[config.mk]
export PLATFORM = sky130hd
export DESIGN_NAME = bus_rr_interconnect
export DESIGN_NICKNAME = d
export VERILOG_FILES = /design/src/rtl/bus_rr_interconnect.sv
export SDC_FILE = /design/constraint.sdc
export NUM_CORES = 1
export LEC_CHECK = 0
export BUFFER_PORTS_ARGS = -buffer_cell sky130_fd_sc_hd__buf_2
export CAP_MARGIN = 20
export CORE_AREA = 2 2 349 351
export CTS_CLUSTER_SIZE = 20
export DETAILED_ROUTE_END_ITERATION = 10
export DIE_AREA = 0 0 351 353
export GPL_TIMING_DRIVEN = 0
export PLACE_DENSITY = 0.3
export SETUP_SLACK_MARGIN = 0.15
export SLEW_MARGIN = 20
export SYNTH_ARGS = -nofsm -noshare
export SYNTH_HDL_FRONTEND = slang
export SYNTH_SLANG_ARGS = --single-unit
[constraint.sdc]
create_clock -name clk_i -period 3.85 [get_ports clk_i]
set_clock_uncertainty 0.05 [all_clocks]
set_input_delay 0.1925 -clock clk_i [delete_from_list [all_inputs] [get_ports clk_i]]
set_output_delay 0.1925 -clock clk_i [all_outputs]
set_load 0.02 [all_outputs]
[src/rtl/bus_rr_interconnect.sv]
// Round-robin multi-host to multi-device bus interconnect with one outstanding
// transaction, mask/base address decode and a device response timeout.
module bus_rr_interconnect #(
  parameter int NrDevices     = 4,
  parameter int NrHosts       = 2,
  parameter int DataWidth     = 32,
  parameter int AddressWidth  = 32,
  parameter int TimeoutCycles = 16
) (
  input  logic                    clk_i,
  input  logic                    rst_ni,
  input  logic                    host_req_i           [NrHosts],
  output logic                    host_gnt_o           [NrHosts],
  input  logic [AddressWidth-1:0] host_addr_i          [NrHosts],
  input  logic                    host_we_i            [NrHosts],
  input  logic [DataWidth/8-1:0]  host_be_i            [NrHosts],
  input  logic [DataWidth-1:0]    host_wdata_i         [NrHosts],
  output logic                    host_rvalid_o        [NrHosts],
  output logic [DataWidth-1:0]    host_rdata_o         [NrHosts],
  output logic                    host_err_o           [NrHosts],
  output logic                    device_req_o         [NrDevices],
  output logic [AddressWidth-1:0] device_addr_o        [NrDevices],
  output logic                    device_we_o          [NrDevices],
  output logic [DataWidth/8-1:0]  device_be_o          [NrDevices],
  output logic [DataWidth-1:0]    device_wdata_o       [NrDevices],
  input  logic                    device_rvalid_i      [NrDevices],
  input  logic [DataWidth-1:0]    device_rdata_i       [NrDevices],
  input  logic                    device_err_i         [NrDevices],
  input  logic [AddressWidth-1:0] cfg_device_addr_base [NrDevices],
  input  logic [AddressWidth-1:0] cfg_device_addr_mask [NrDevices]
);

  localparam int HostW = (NrHosts > 1) ? $clog2(NrHosts) : 1;
  localparam int DevW  = (NrDevices > 1) ? $clog2(NrDevices) : 1;
  localparam int CntW  = $clog2(TimeoutCycles + 1);

  typedef enum logic [0:0] {ST_IDLE = 1'b0, ST_WAIT = 1'b1} state_e;

  state_e                 state_q, state_d;
  logic [HostW-1:0]       last_grant_q, last_grant_d;
  logic [HostW-1:0]       owner_q, owner_d;
  logic [DevW-1:0]        sel_q, sel_d;
  logic [CntW-1:0]        cnt_q, cnt_d;
  logic                   rvalid_q [NrHosts];
  logic                   rvalid_d [NrHosts];
  logic [DataWidth-1:0]   rdata_q  [NrHosts];
  logic [DataWidth-1:0]   rdata_d  [NrHosts];
  logic                   err_q    [NrHosts];
  logic                   err_d    [NrHosts];

  logic [HostW-1:0]       cand_s;
  logic [HostW-1:0]       winner_s;
  logic                   any_req_s;
  logic [DevW-1:0]        dev_s;
  logic                   hit_s;
  logic                   match_s;

  // Scan backwards so the requester closest after last_grant is the final assignment.
  always_comb begin
    any_req_s = 1'b0;
    winner_s  = '0;
    cand_s    = '0;
    for (int i = NrHosts; i >= 1; i--) begin
      cand_s    = HostW'((int'(last_grant_q) + i) % NrHosts);
      any_req_s = any_req_s | host_req_i[cand_s];
      winner_s  = host_req_i[cand_s] ? cand_s : winner_s;
    end
  end

  // Address decode of the winning host; descending scan leaves the lowest match.
  always_comb begin
    hit_s   = 1'b0;
    dev_s   = '0;
    match_s = 1'b0;
    for (int d = NrDevices - 1; d >= 0; d--) begin
      match_s = ((host_addr_i[winner_s] & cfg_device_addr_mask[d]) == cfg_device_addr_base[d]);
      hit_s   = hit_s | match_s;
      dev_s   = match_s ? DevW'(d) : dev_s;
    end
  end

  // Next-state, grant, forwarding and response capture.
  always_comb begin
    state_d      = state_q;
    last_grant_d = last_grant_q;
    owner_d      = owner_q;
    sel_d        = sel_q;
    cnt_d        = cnt_q;
    for (int h = 0; h < NrHosts; h++) begin
      host_gnt_o[h] = 1'b0;
      rvalid_d[h]   = 1'b0;
      rdata_d[h]    = '0;
      err_d[h]      = 1'b0;
    end
    for (int d = 0; d < NrDevices; d++) begin
      device_req_o[d]   = 1'b0;
      device_addr_o[d]  = '0;
      device_we_o[d]    = 1'b0;
      device_be_o[d]    = '0;
      device_wdata_o[d] = '0;
    end
    case (state_q)
      ST_IDLE: begin
        if (rst_ni && any_req_s) begin
          host_gnt_o[winner_s] = 1'b1;
          last_grant_d         = winner_s;
          owner_d              = winner_s;
          if (hit_s) begin
            device_req_o[dev_s]   = 1'b1;
            device_addr_o[dev_s]  = host_addr_i[winner_s];
            device_we_o[dev_s]    = host_we_i[winner_s];
            device_be_o[dev_s]    = host_be_i[winner_s];
            device_wdata_o[dev_s] = host_wdata_i[winner_s];
            sel_d                 = dev_s;
            cnt_d                 = '0;
            state_d               = ST_WAIT;
          end else begin
            rvalid_d[winner_s] = 1'b1;
            err_d[winner_s]    = 1'b1;
          end
        end else begin
          cnt_d = '0;
        end
      end
      ST_WAIT: begin
        // A response arriving on the last allowed cycle still beats the timeout.
        if (device_rvalid_i[sel_q]) begin
          rvalid_d[owner_q] = 1'b1;
          rdata_d[owner_q]  = device_rdata_i[sel_q];
          err_d[owner_q]    = device_err_i[sel_q];
          state_d           = ST_IDLE;
        end else if (cnt_q == CntW'(TimeoutCycles - 1)) begin
          rvalid_d[owner_q] = 1'b1;
          err_d[owner_q]    = 1'b1;
          state_d           = ST_IDLE;
        end else begin
          cnt_d = cnt_q + CntW'(1);
        end
      end
      default: begin
        state_d = ST_IDLE;
      end
    endcase
  end

  // State and response registers with synchronous reset.
  always_ff @(posedge clk_i) begin
    if (!rst_ni) begin
      state_q      <= ST_IDLE;
      last_grant_q <= HostW'(NrHosts - 1);
      owner_q      <= '0;
      sel_q        <= '0;
      cnt_q        <= '0;
      for (int h = 0; h < NrHosts; h++) begin
        rvalid_q[h] <= 1'b0;
        rdata_q[h]  <= '0;
        err_q[h]    <= 1'b0;
      end
    end else begin
      state_q      <= state_d;
      last_grant_q <= last_grant_d;
      owner_q      <= owner_d;
      sel_q        <= sel_d;
      cnt_q        <= cnt_d;
      for (int h = 0; h < NrHosts; h++) begin
        rvalid_q[h] <= rvalid_d[h];
        rdata_q[h]  <= rdata_d[h];
        err_q[h]    <= err_d[h];
      end
    end
  end

  assign host_rvalid_o = rvalid_q;
  assign host_rdata_o  = rdata_q;
  assign host_err_o    = err_q;

endmodule

* Word-level counts from Yosys, hierarchy flattened
Cells that the tools add are included.
** Storage, ports and cells
- Bits of input ports :: 534
- Logic and storage cells :: 139
- Flip-flop bits (word level) :: 78
- Output and inout bits :: 350
** Cells by class
- Reductions and logical operators :: 8
- Eq/ne operators :: 8
- Bitwise logic cells :: 21
- Muxes and demuxes :: 79
- Order comparisons :: 9
- Add/subtract/negate cells :: 3
** Operator list (number)
- 2-to-1 mux 128 bit :: 6
- 2-to-1 mux 32 bit :: 10
- AND 128 bit :: 2
- AND 32 bit :: 4
- equality test 32 bit :: 4
- AND 64 bit :: 1
- binary-select mux 32 bit (select 2 bit) :: 1
- demux 32 bit (select 2 bit) :: 1
- 2-to-1 mux 16 bit :: 3
- 2-to-1 mux 4 bit :: 10
- demux 32 bit (select 1 bit) :: 1
- 2-to-1 mux 1 bit :: 22
- 2-to-1 mux 2 bit :: 11
- 2-to-1 mux 5 bit :: 4
- AND 16 bit :: 1
- case mux 5 bit (2 select lines) :: 1
- AND reduction 3 bit :: 3
- demux 4 bit (select 2 bit) :: 1
- >= comparator 2 bit, second input constant :: 4
- NOT 1 -> 2 bit :: 4
- case mux 2 bit (2 select lines) :: 2
- >= comparator 3 bit, second input constant :: 2
- NOT 2 -> 3 bit :: 2
- adder 5 x 1 -> 5 bit, second input constant :: 1
- other kinds (16) :: 27

* Logic depth before layout (Yosys ltp)
Gate-level depths: netlist of run 1.
- Word-level depth :: 26
- Gate-level depth with buffers :: 14

* Worst setup path after synthesis of run 1
OpenSTA, ideal clock, no wires.
- Kind :: register to output
- Start :: reg last_grant_q
- End :: out device_be_o[0] in the netlist's numbering
- Arrival :: 3.014 ns
- Cell stages (with the launch flop) :: 14
- Data required time :: 3.607 ns
- Setup slack :: 0.593 ns
- Path through :: dfxtp_1 a21boi_2 buf_6 buf_6 buf_6 mux2i_2 or3_1 nand4_1 nor4_1 nand4_2 nand2b_1 clkbuf_1 buf_2 nor3_1
** RTL lines
- start: declaration :: RTL line 40 : logic [HostW-1:0] last_grant_q, last_grant_d;
- start signal: assignment :: RTL line 150 : last_grant_q <= HostW'(NrHosts - 1);
- start signal: assignment :: RTL line 161 : last_grant_q <= last_grant_d;
- end: declaration :: RTL line 24 : output logic [DataWidth/8-1:0] device_be_o [NrDevices],

==> run_results.csv, run 1 <==
group,metric,value,unit
sta,final.min_clock_period,4375,ps
sta,final_count_of_negative_setup_slack_endpoints,280,
cts,ctsHtreeMaxLevel,3,
die,fp-row-count,128,
setup_path,setup.worst_path.start_class,"flip-flop",
layout,post_route_cells_drive_above_1_share,0.5726,
sta,max_slew.worst_pin.slew,1137,ps
cts,cts-root-buf,"clkbuf_16",
grt,grt_pass1_wl,112600,µm
cts,clk-insertion-delay-late,400,ps
power,power_share_of_the_combinational_group,0.453,
placed_design,gp_routability_congestion,0.8624,
sta,timing.slew.headroom,0.2205,
power,switching_share,0.3910,
route,dr_total_vias,12850,
die,floorplan.initialDensity,0.06809,
route,detailedRoute.firstPassIterationCount,6,
run_status,violated_checks,"setup timing",
flow_run,cap_violations,0,
power,p_clk_frac,0.299,
setup_path,timing.critical_path.to_type,"output pin",
grt,grt_use_total,0.1357,
synthesis,syn-instance-count,1149,
die,coreArea,120600,µm²
die,floorplan.io_pins,884,
setup_path,critPathMaxFanout,8,
placed_design,post-place-cells,3677,
sta,timing_hold_violations_final,0,
setup_path,critPathRequiredTime,3610,ps
cts,clkTransAtPathRegs,70,ps
die,floorplan.die.height,353,µm
layout,layoutNonFillerInstCount,3794,
synthesis,ys_seq_elements,78,
cts,clock-sinks,78,
route,wire_length_after_detailed_routing,89020,µm
grt,grt.overflow.total,0,
layout,fill_cells,14060,
synthesis,synthFlopType,"dfxtp_1",
cts,numCtsBuffers,9,
setup_path,timing.critical_path.arrival,4130,ps
route,routed_via_density,3.386,
synthesis,avgSynthCellArea,7.147,µm²
synthesis,synth.net_count,1685,
grt,initial_antenna_violation_count,32,
power,seqPwrFrac,0.249,
grt,grt_max_degree,16,
sta,rsz_0062_raised_after_global_routing,"true",
worst_hold_path,hold_path.class,"in2reg",
route,detailed_route_wire_length_per_cell,23.46,µm
power,power_density,178.1,nW/µm²
route,dr.first_iter.drc_count,532,
synthesis,netlist_area,8212,µm²
cts,cts_tree,"yes",
cts,number_of_buffers_on_the_longest_clock_path,2,
synthesis,synth_enable_flop_cells,0,
sta,achievable-frequency,228.6,MHz
power,net_switching_power,1.276,mW
sta,setup_ws,-524.8,ps
sta,post-route-period-util,1.136,
layout,design.final.nets,2686,
die,fp.dieW,351,µm
run_status,run_status,"complete, but fails checks",
route,drt.antenna.violating_nets,0,
layout,ff_latch_area,1563,µm²
sta,finalMaxSlewViolations,0,
setup_path,critical_path_class,"reg2out",
power,vdd.ir_drop.worst,0.2254,mV
grt,first_global_vias,12740,
layout,synthToLayoutAreaGrowth,123.1,%
sta,fin_tns_setup,-110220,ps
route,route.detailed.drc,0,
synthesis,ys_types,44,
synthesis,async_reset_ff_frac,0,
placed_design,buffer_ports.inserted,882,
synthesis,yosysWarningCount,0,
die,design.die.area,123900,µm²
power,power.leakage,8.758,nW
placed_design,hpwl,77110,µm
synthesis,sequential_element_share_of_the_synthesized_area,0.1902,
power,cell_internal_pwr,1.987,mW
layout,multi_input_comb_area,6918,µm²
[flip-flops by register name (all words and copies together) (netlist names)]
register	flops
last_grant_q	1
sel_q	2
state_q	1
host_rdata_o	64
host_rvalid_o	2
cnt_q	5
host_err_o	2
owner_q	1
[cells in the mapped netlist, types with 8 or more instances]
cell type | count | area, µm²
a2111oi_0 | 8 | 70.07
and2_1 | 33 | 206.5
buf_2 | 41 | 205.2
clkbuf_1 | 20 | 75.07
dfxtp_1 | 78 | 1562
inv_1 | 94 | 352.8
mux2i_1 | 99 | 991.0
mux4_2 | 34 | 765.7
nand2_1 | 81 | 304.0
nand2b_1 | 9 | 56.30
nand3b_1 | 12 | 90.09
nand4_1 | 48 | 300.3
nor2_1 | 214 | 803.3
nor2b_1 | 34 | 212.7
nor3_1 | 70 | 350.3
nor4_1 | 12 | 75.07
o21ai_0 | 72 | 360.4
o21bai_1 | 13 | 97.59
or3_1 | 75 | 469.2
xor2_1 | 38 | 332.8
[worst paths after layout]
path / slack, ps / cells past startpoint / from / to
setup / recovery: -520 / 19 / last_grant_q$_SDFFE_PN1P_ / device_be_o[3]
hold / removal: 180 / 3 / rst_ni / host_rdata_o[7]$_SDFF_PN0_
setup reg to reg: 240 / 16 / last_grant_q$_SDFFE_PN1P_ / cnt_q[2]$_SDFFE_PN0P_
hold reg to reg: 430 / 1 / owner_q$_SDFFE_PN0P_ / host_err_o[1]$_SDFF_PN0_
[final cells by class]
cell class | instances | area share
tap | 1625 | 0.1110
clock buffer | 9 | 0.01230
clock inverter | 7 | 0.004372
multi-input combinational | 902 | 0.3777
inverter | 94 | 0.01926
buffer | 74 | 0.04904
timing repair buffer | 991 | 0.3391
antenna | 14 | 0.001913
sequential | 78 | 0.08531
[routing by layer]
layer | vias to the layer above | wire length [µm] | global-route usage
li1 | 6012 | - | -
met1 | 6143 | 37060 | 0.1641
met4 | 16 | 1434 | 0.02910
met3 | 74 | 5321 | 0.02444
met5 | - | 113 | 0
met2 | 601 | 45090 | 0.2470
[power by group through the flow]
stage               clock network, mW  logic (mW)  registers (mW)
floorplan                           0       0.413           0.833
global placement                    0        1.10           0.830
detailed placement                  0        1.23           0.830
CTS                              1.06        1.42           0.812
global route                     1.06        1.58           0.812
finish                          0.974        1.48           0.812
[layout by cell type (no fill, tap or decap), types with 4 or more instances in the layout]
master	n
nor3_1	45
nand2_1	80
inv_1	94
nor2b_1	34
o21ai_1	10
a2111o_1	4
xor2_1	38
o21bai_1	13
buf_4	159
nor3_2	17
clkbuf_1	15
nor4_2	4
buf_6	58
nand2b_1	8
nand3b_1	12
o21ai_0	67
diode_2	14
dfxtp_1	77
clkbuf_16	16
nor2_4	19
buf_2	763
nor3_4	8
buf_8	14
mux2i_2	7
mux2i_1	70
mux2i_4	28
nor2_1	165
xnor2_1	6
and2_1	32
nand4_1	48
nor2_2	30
mux4_2	34
a21oi_1	4
buf_16	12
buf_12	32
or3_1	74
nor4_4	7
[timing repair]
| action | in CTS | in global routing |
|---|---|---|
| setup buffers | 53 | 29 |
| setup endpoints to repair | 293 | 289 |
| hold buffers | 0 | 0 |
| cloned | 1 | 5 |
| pin swaps | 20 | 18 |
| gates resized for setup | 274 | 211 |
[critical path, stage by stage (launching register included)]
cell and delay (ps):
dfxtp_2 330, a21boi_4 250, buf_12 180, buf_12 120
buf_16 120, buf_4 130, mux2i_4 70, buf_12 150
buf_4 150, buf_4 140, o21ai_1 110, nand4_1 180
nor4_4 500, nand4_4 230, nand2b_4 220, buf_12 150
buf_4 150, clkbuf_16 150, nor3_1 170, buf_4 190
[kinds of logic after synthesis]
logic type,count (synthesis),share of synthesized area
simple gates,599,0.3588
xor+xnor,44,0.04693
fa+ha+maj,2,0.003047
mux,139,0.2240
compound gates,118,0.08761
flops,78,0.1902
buf+inv,169,0.08944
[per-stage QoR]
| stage | area (µm²) | hold WS (ps) | setup slack [ps] | utilization | total power [mW] |
|---|---|---|---|---|---|
| after floorplan | 8212 | 386.5 | 593.3 | - | 1.246 |
| after global placement | 14660 | 430.7 | -3938 | 0.1216 | 1.934 |
| after detailed placement | 15310 | 412.5 | -2710 | 0.1270 | 2.059 |
| after CTS | 17110 | 163.8 | -757.5 | 0.1419 | 3.287 |
| after global routing | 18300 | 183.5 | -752.7 | 0.1517 | 3.457 |
| final | 18320 | 181.8 | -524.8 | 0.1519 | 3.263 |
No activity file was read; power rests on OpenSTA's default activity.
==> inputs of run 2 (changes only) <==
Settings changed: CORE_AREA 2 2 349 351 to 2 2 345 347, DIE_AREA 0 0 351 353 to 0 0 347 349.
Clock period 3.85 ns to 5.3 ns, I/O delays scaled along.
==> run 2 against run 1 <==
Net effect: the flow now finishes without violations; register-to-register slack gained 970 ps; sequential share of layout area grew 1.3 points; clock power down 29%; first-iteration DRC count is 31% higher; non-clock buffer count is 68 lower; via count down 4.3%; worst hold slack better by 95 ps; die area decreased by 2.3%; cell count is 4.1% lower; critical endpoint is now device_wdata_o[53].
==> run_results.csv, run 2 (same netlist as run 1, synthesis figures left out) <==
group,metric,value,unit
run_status,run_status,"complete, no violations",
die,floorplan.io_pins,884,
cts,numCtsBuffers,9,
layout,post_route_cells_drive_above_1_share,0.5184,
grt,grt_max_degree,16,
setup_path,timing.critical_path.cells,"a21boi_4 -> buf_12 -> buf_8 -> mux2i_4 -> or3_1 -> nand4_1 -> nor4_4 -> nand4_1 -> or4b_1 -> buf_4 -> buf_2 -> nor2_2 -> buf_2",
setup_path,critPathMaxFanout,10,
die,fp.dieW,347,µm
setup_path,timing.critical_path.max_delay_family,"simple AND/OR/NAND/NOR gates",
power,power_density,137.1,nW/µm²
worst_hold_path,min_delay_path_depth,4,
cts,cts_tree,"yes",
sta,max_slew.worst_pin.slew,1004,ps
flow_run,cap_violations,0,
cts,clk-insertion-delay-late,370,ps
cts,clock-sinks,78,
route,drt.antenna.violating_nets,0,
layout,final_core_util,0.1351,
sta,timing_hold_violations_final,0,
setup_path,timing.reg2reg.worst_path_depth,14,
sta,final.min_clock_period,4948,ps
layout,largest_register_ffs,64,
setup_path,path_depth,13,
route,route.detailed.drc,0,
die,floorplan.die.height,349,µm
sta,rsz_0062_raised_after_global_routing,"false",
power,vdd.ir_drop.worst,0.1331,mV
setup_path,timing.critical_path.to_type,"output pin",
placed_design,hpwl,76560,µm
setup_path,critical_path_class,"reg2out",
layout,layout_commonest_cell,"buf_2",
sta,timing.slew.headroom,0.3112,
grt,grt_pass1_wl,109600,µm
placed_design,buffer_ports.inserted,882,
die,design.die.area,121100,µm²
worst_hold_path,hold_path.class,"in2reg",
setup_path,crit_start,"last_grant_q$_SDFFE_PN1P_",
grt,grt_use_total,0.1347,
power,power.leakage,7.981,nW
setup_path,worst_r2r_startpoint,"last_grant_q$_SDFFE_PN1P_",
die,floorplan.initialDensity,0.06992,
layout,design.final.nets,2618,
setup_path,worst_path_slowest_cell,"nor4_4",
route,wire_length_after_detailed_routing,85970,µm
route,dr.first_iter.drc_count,697,
setup_path,critPathRequiredTime,4990,ps
cts,clkTransAtPathRegs,80,ps
layout,synthToLayoutAreaGrowth,93.19,%
setup_path,critical_path.max_stage_delay,530,ps
cts,cts-root-buf,"clkbuf_16",
layout,layout_common_cells,"buf_2 (914), nor2_1 (212), inv_1 (94), nand2_1 (80), dfxtp_1 (78)",
sta,final_count_of_negative_setup_slack_endpoints,0,
sta,post-route-period-util,0.9336,
sta,achievable-frequency,202.1,MHz
cts,ctsHtreeMaxLevel,3,
sta,finalMaxSlewViolations,0,
route,dr_total_vias,12300,
worst_hold_path,hold_path_startpoint,"host_req_i[0]",
placed_design,gp_routability_congestion,0.8156,
die,fp-row-count,126,
setup_path,sum_of_buffers_and_inverters_on_the_critical_path,5,
grt,initial_antenna_violation_count,33,
route,detailedRoute.firstPassIterationCount,5,
cts,number_of_buffers_on_the_longest_clock_path,2,
die,coreArea,117500,µm²
route,detailed_route_wire_length_per_cell,23.63,µm
setup_path,setup.worst_path.start_class,"flip-flop",
grt,grt.overflow.total,0,
placed_design,post-place-cells,3588,
grt,first_global_vias,12210,
layout,layoutNonFillerInstCount,3638,
route,routed_via_density,3.381,
setup_path,timing.critical_path.arrival,4630,ps
==> run 2: area by class of cell <==
class	count	area (µm²)
diodes	15	37.54
plain buffers	75	475.5
clock buffers	9	225.2
clock inverters	7	80.08
fillers	13750	101600
inverters	94	352.8
multi-input cells	902	6344
flip-flops and latches	78	1562
well taps	1536	1922
repair buffers	922	4866
==> run 2: what timing repair did <==
| item | 4_1_cts | 5_1_grt |
|---|---|---|
| hold buffers | 0 | 0 |
| pin swaps | 11 | 4 |
| buffers inserted | 18 | 0 |
| gates resized for setup | 53 | 10 |
| setup endpoints to repair | 292 | 76 |
==> run 2: final timing paths <==
kind | to | slack [ps]
max | device_wdata_o[53] | 350
min | owner_q$_SDFFE_PN0P_ | 280
max reg2reg | cnt_q[2]$_SDFFE_PN0P_ | 1210
min reg2reg | host_rvalid_o[1]$_SDFF_PN0_ | 450
==> run 2: metrics by stage <==
step | instance area (µm²) | hold WS, ps | power [mW] | TNS (ps) | setup slack, ps
finish | 15860 | 276.9 | 2.175 | 0 | 352.0
CTS | 15800 | 267.1 | 2.256 | 0 | 108.4
detailed placement | 15100 | 434.4 | 1.472 | -293870 | -1400
global placement | 14550 | 428.4 | 1.398 | -577130 | -2613
floorplan | 8212 | 386.5 | 0.9049 | 0 | 1971
global route | 15830 | 282.8 | 2.315 | 0 | 161.8
==> run 2: per-layer routing <==
metal	part of all wire	vias up	GRT usage
li1	-	5866	-
met1	0.44	5728	0.1697
met2	0.49	625	0.2374
met3	0.050	76	0.02017
met4	0.026	4	0.03594
met5	0.00024	-	0
==> run 2: power breakdown <==
part	internal [mW]	switching, mW	leakage (nW)	total [mW]
Combinational	0.371	0.526	7.20	0.898
Sequential	0.588	0.00125	0.629	0.589
Clock	0.373	0.315	0.148	0.688
==> run 2: tightest hold or removal path, stage by stage <==
cell and delay, ps:
buf_2 90, o21ai_0 140, nand2_1 90, a21boi_0 60
==> inputs of run 3 (changes only) <==
Settings changed: ABC_CLOCK_PERIOD_IN_PS from default to 5300, CORE_AREA 2 2 345 347 to 2 2 344 346, DIE_AREA 0 0 347 349 to 0 0 346 348.
==> run 3 against run 2 <==
Net effect: clock power decreased by 6.1%; flip-flop and latch count stayed put; total power down 0.79%; highest routed layer unchanged; critical path type unchanged; via count grew 0.62%; critical endpoint is now device_wdata_o[3].
==> run_results.csv, run 3 (same netlist as run 1, synthesis figures left out) <==
group,metric,value,unit
cts,clock-sinks,78,
route,dr_total_vias,12380,
route,dr.first_iter.drc_count,640,
power,power.leakage,7.987,nW
sta,rsz_0062_raised_after_global_routing,"true",
layout,largest_register_ffs,64,
power,vdd.ir_drop.worst,0.1181,mV
worst_hold_path,hold_path.class,"in2reg",
sta,finalMaxSlewViolations,0,
sta,final.min_clock_period,4963,ps
layout,layout_commonest_cell,"buf_2",
sta,post-route-period-util,0.9364,
setup_path,critPathMaxFanout,10,
die,floorplan.io_pins,884,
setup_path,critical_path.max_stage_delay,400,ps
sta,achievable-frequency,201.5,MHz
cts,numCtsBuffers,9,
placed_design,buffer_ports.inserted,882,
die,fp.dieW,346,µm
cts,cts-root-buf,"clkbuf_16",
grt,grt.overflow.total,0,
route,wl_met2,43610,µm
route,met3_wirelength,5796,µm
power,post-layout-total-power,2.158,mW
route,routed_via_density,3.405,
setup_path,worst_path_slowest_cell,"mux2i_2",
setup_path,critical_path_class,"reg2out",
die,floorplan.initialDensity,0.07020,
placed_design,detailed_place.area,15060,µm²
route,dr.max_layer_used,"met5",
sta,timing.slew.headroom,0.1845,
setup_path,crit_top_cell,"buf_2",
setup_path,timing.critical_path.cells,"a21boi_2 -> buf_8 -> buf_6 -> mux2i_2 -> buf_6 -> or3_1 -> nand4_1 -> nor4_2 -> buf_2 -> nand4_4 -> nand2b_1 -> buf_2 -> buf_2 -> nor3_1 -> buf_2",
die,fp-row-count,126,
grt,grt_max_degree,17,
cts,clkTransAtPathRegs,80,ps
grt,initial_antenna_violation_count,28,
cts,clk-insertion-delay-late,370,ps
sta,final_count_of_negative_setup_slack_endpoints,0,
setup_path,critPathRequiredTime,4990,ps
grt,first_global_vias,12470,
cts,ctsHtreeMaxLevel,3,
setup_path,timing.critical_path.to_type,"output pin",
setup_path,setup.worst_path.start_class,"flip-flop",
route,wire_length_after_detailed_routing,86200,µm
route,detailedRoute.firstPassIterationCount,5,
placed_design,hpwl,76360,µm
run_status,run_status,"complete, no violations",
die,coreArea,117000,µm²
setup_path,timing.critical_path.arrival,4650,ps
setup_path,r2r_setup_slack,1320,ps
die,floorplan.die.height,348,µm
layout,post_route_cells_drive_above_1_share,0.5213,
grt,grt_use_total,0.1360,
sta,finalHoldWorstSlack,286.1,ps
layout,fill_cells,13800,
grt,grt_pass1_wl,110800,µm
power,power_density,135.1,nW/µm²
placed_design,gp_routability_congestion,0.8542,
route,detail_route.wirelength.met1,35570,µm
die,design.die.area,120400,µm²
layout,layout_common_cells,"buf_2 (915), nor2_1 (213), inv_1 (94), nand2_1 (81), dfxtp_1 (78)",
route,drt.antenna.violating_nets,0,
layout,design.final.nets,2618,
layout,synthToLayoutAreaGrowth,94.44,%
route,detailed_route_wire_length_per_cell,23.72,µm
layout,fin_area,15970,µm²
flow_run,cap_violations,0,
sta,timing_hold_violations_final,0,
cts,cts_tree,"yes",
route,route.detailed.drc,0,
cts,number_of_buffers_on_the_longest_clock_path,2,
sta,max_slew.worst_pin.slew,1189,ps
==> run 3: changes by cell type in the layout (fill, tap and decap cells not counted), moves of 3 or more <==
cell       change
mux2i_1        -3
a2111oi_2      +3
buf_8          +3
mux2i_4        +5
diode_2        -4
buf_4          -3
==> run 3: path summary, 6_finish.rpt <==
check | from | to | cells past startpoint
max | last_grant_q$_SDFFE_PN1P_ | device_wdata_o[3] | 15
min | rst_ni | host_rdata_o[7]$_SDFF_PN0_ | 3
max reg2reg | last_grant_q$_SDFFE_PN1P_ | cnt_q[2]$_SDFFE_PN0P_ | 13
min reg2reg | last_grant_q$_SDFFE_PN1P_ | last_grant_q$_SDFFE_PN1P_ | 2
==> run 3: layer usage <==
layer  up-vias  track usage
met1      5809       0.1696
met2       626       0.2478
met3        67      0.02116
met5         -            0
li1       5863            -
met4        10      0.02344
==> run 3: where the power goes <==
part | leakage [nW] | internal, mW | total, mW | switching (mW)
Clock | 0.137 | 0.329 | 0.646 | 0.317
Sequential | 0.629 | 0.588 | 0.589 | 0.00112
Combinational | 7.22 | 0.383 | 0.922 | 0.539
Total | 7.99 | 1.30 | 2.16 | 0.857
==> run 3: layout make-up <==
type | instances | area, µm² | share of cell area
antenna | 11 | 27.53 | 0.001724
tap | 1536 | 1922 | 0.1204
sequential | 78 | 1562 | 0.09780
timing repair buffer | 922 | 4886 | 0.3060
buffer | 75 | 489.2 | 0.03064
clock inverter | 7 | 63.81 | 0.003997
clock buffer | 9 | 225.2 | 0.01411
multi-input combinational | 902 | 6439 | 0.4033
inverter | 94 | 352.8 | 0.02210
==> run 3: what timing repair did <==
action / in CTS / in global routing
endpoints found under the setup margin: 292 / 40
pin swaps: 6 / 4
buffers inserted: 21 / 1
hold endpoints to repair: 0 / 0
hold buffers: 0 / 0
resized for setup: 73 / 6
==> run 3: critical path: cells and delay by family (launching register included) <==
family | cells | cell delay [ps]
AND/OR/NAND/NOR | 6 | 1530
flip-flops | 1 | 320
AO/OA/AOI/OAI | 1 | 170
multiplexers | 1 | 400
buffers and inverters | 7 | 1740
==> run 3: metrics by stage <==
stage	TNS, ps	instances	setup slack, ps	utilization
after floorplan	0	1149	1971	-
after global placement	-556920	3567	-2638	0.1244
after detailed placement	-266350	3585	-1504	0.1288
after CTS	0	3622	161.6	0.1360
after global routing	0	3626	118.8	0.1363
final	0	3634	337.1	0.1365
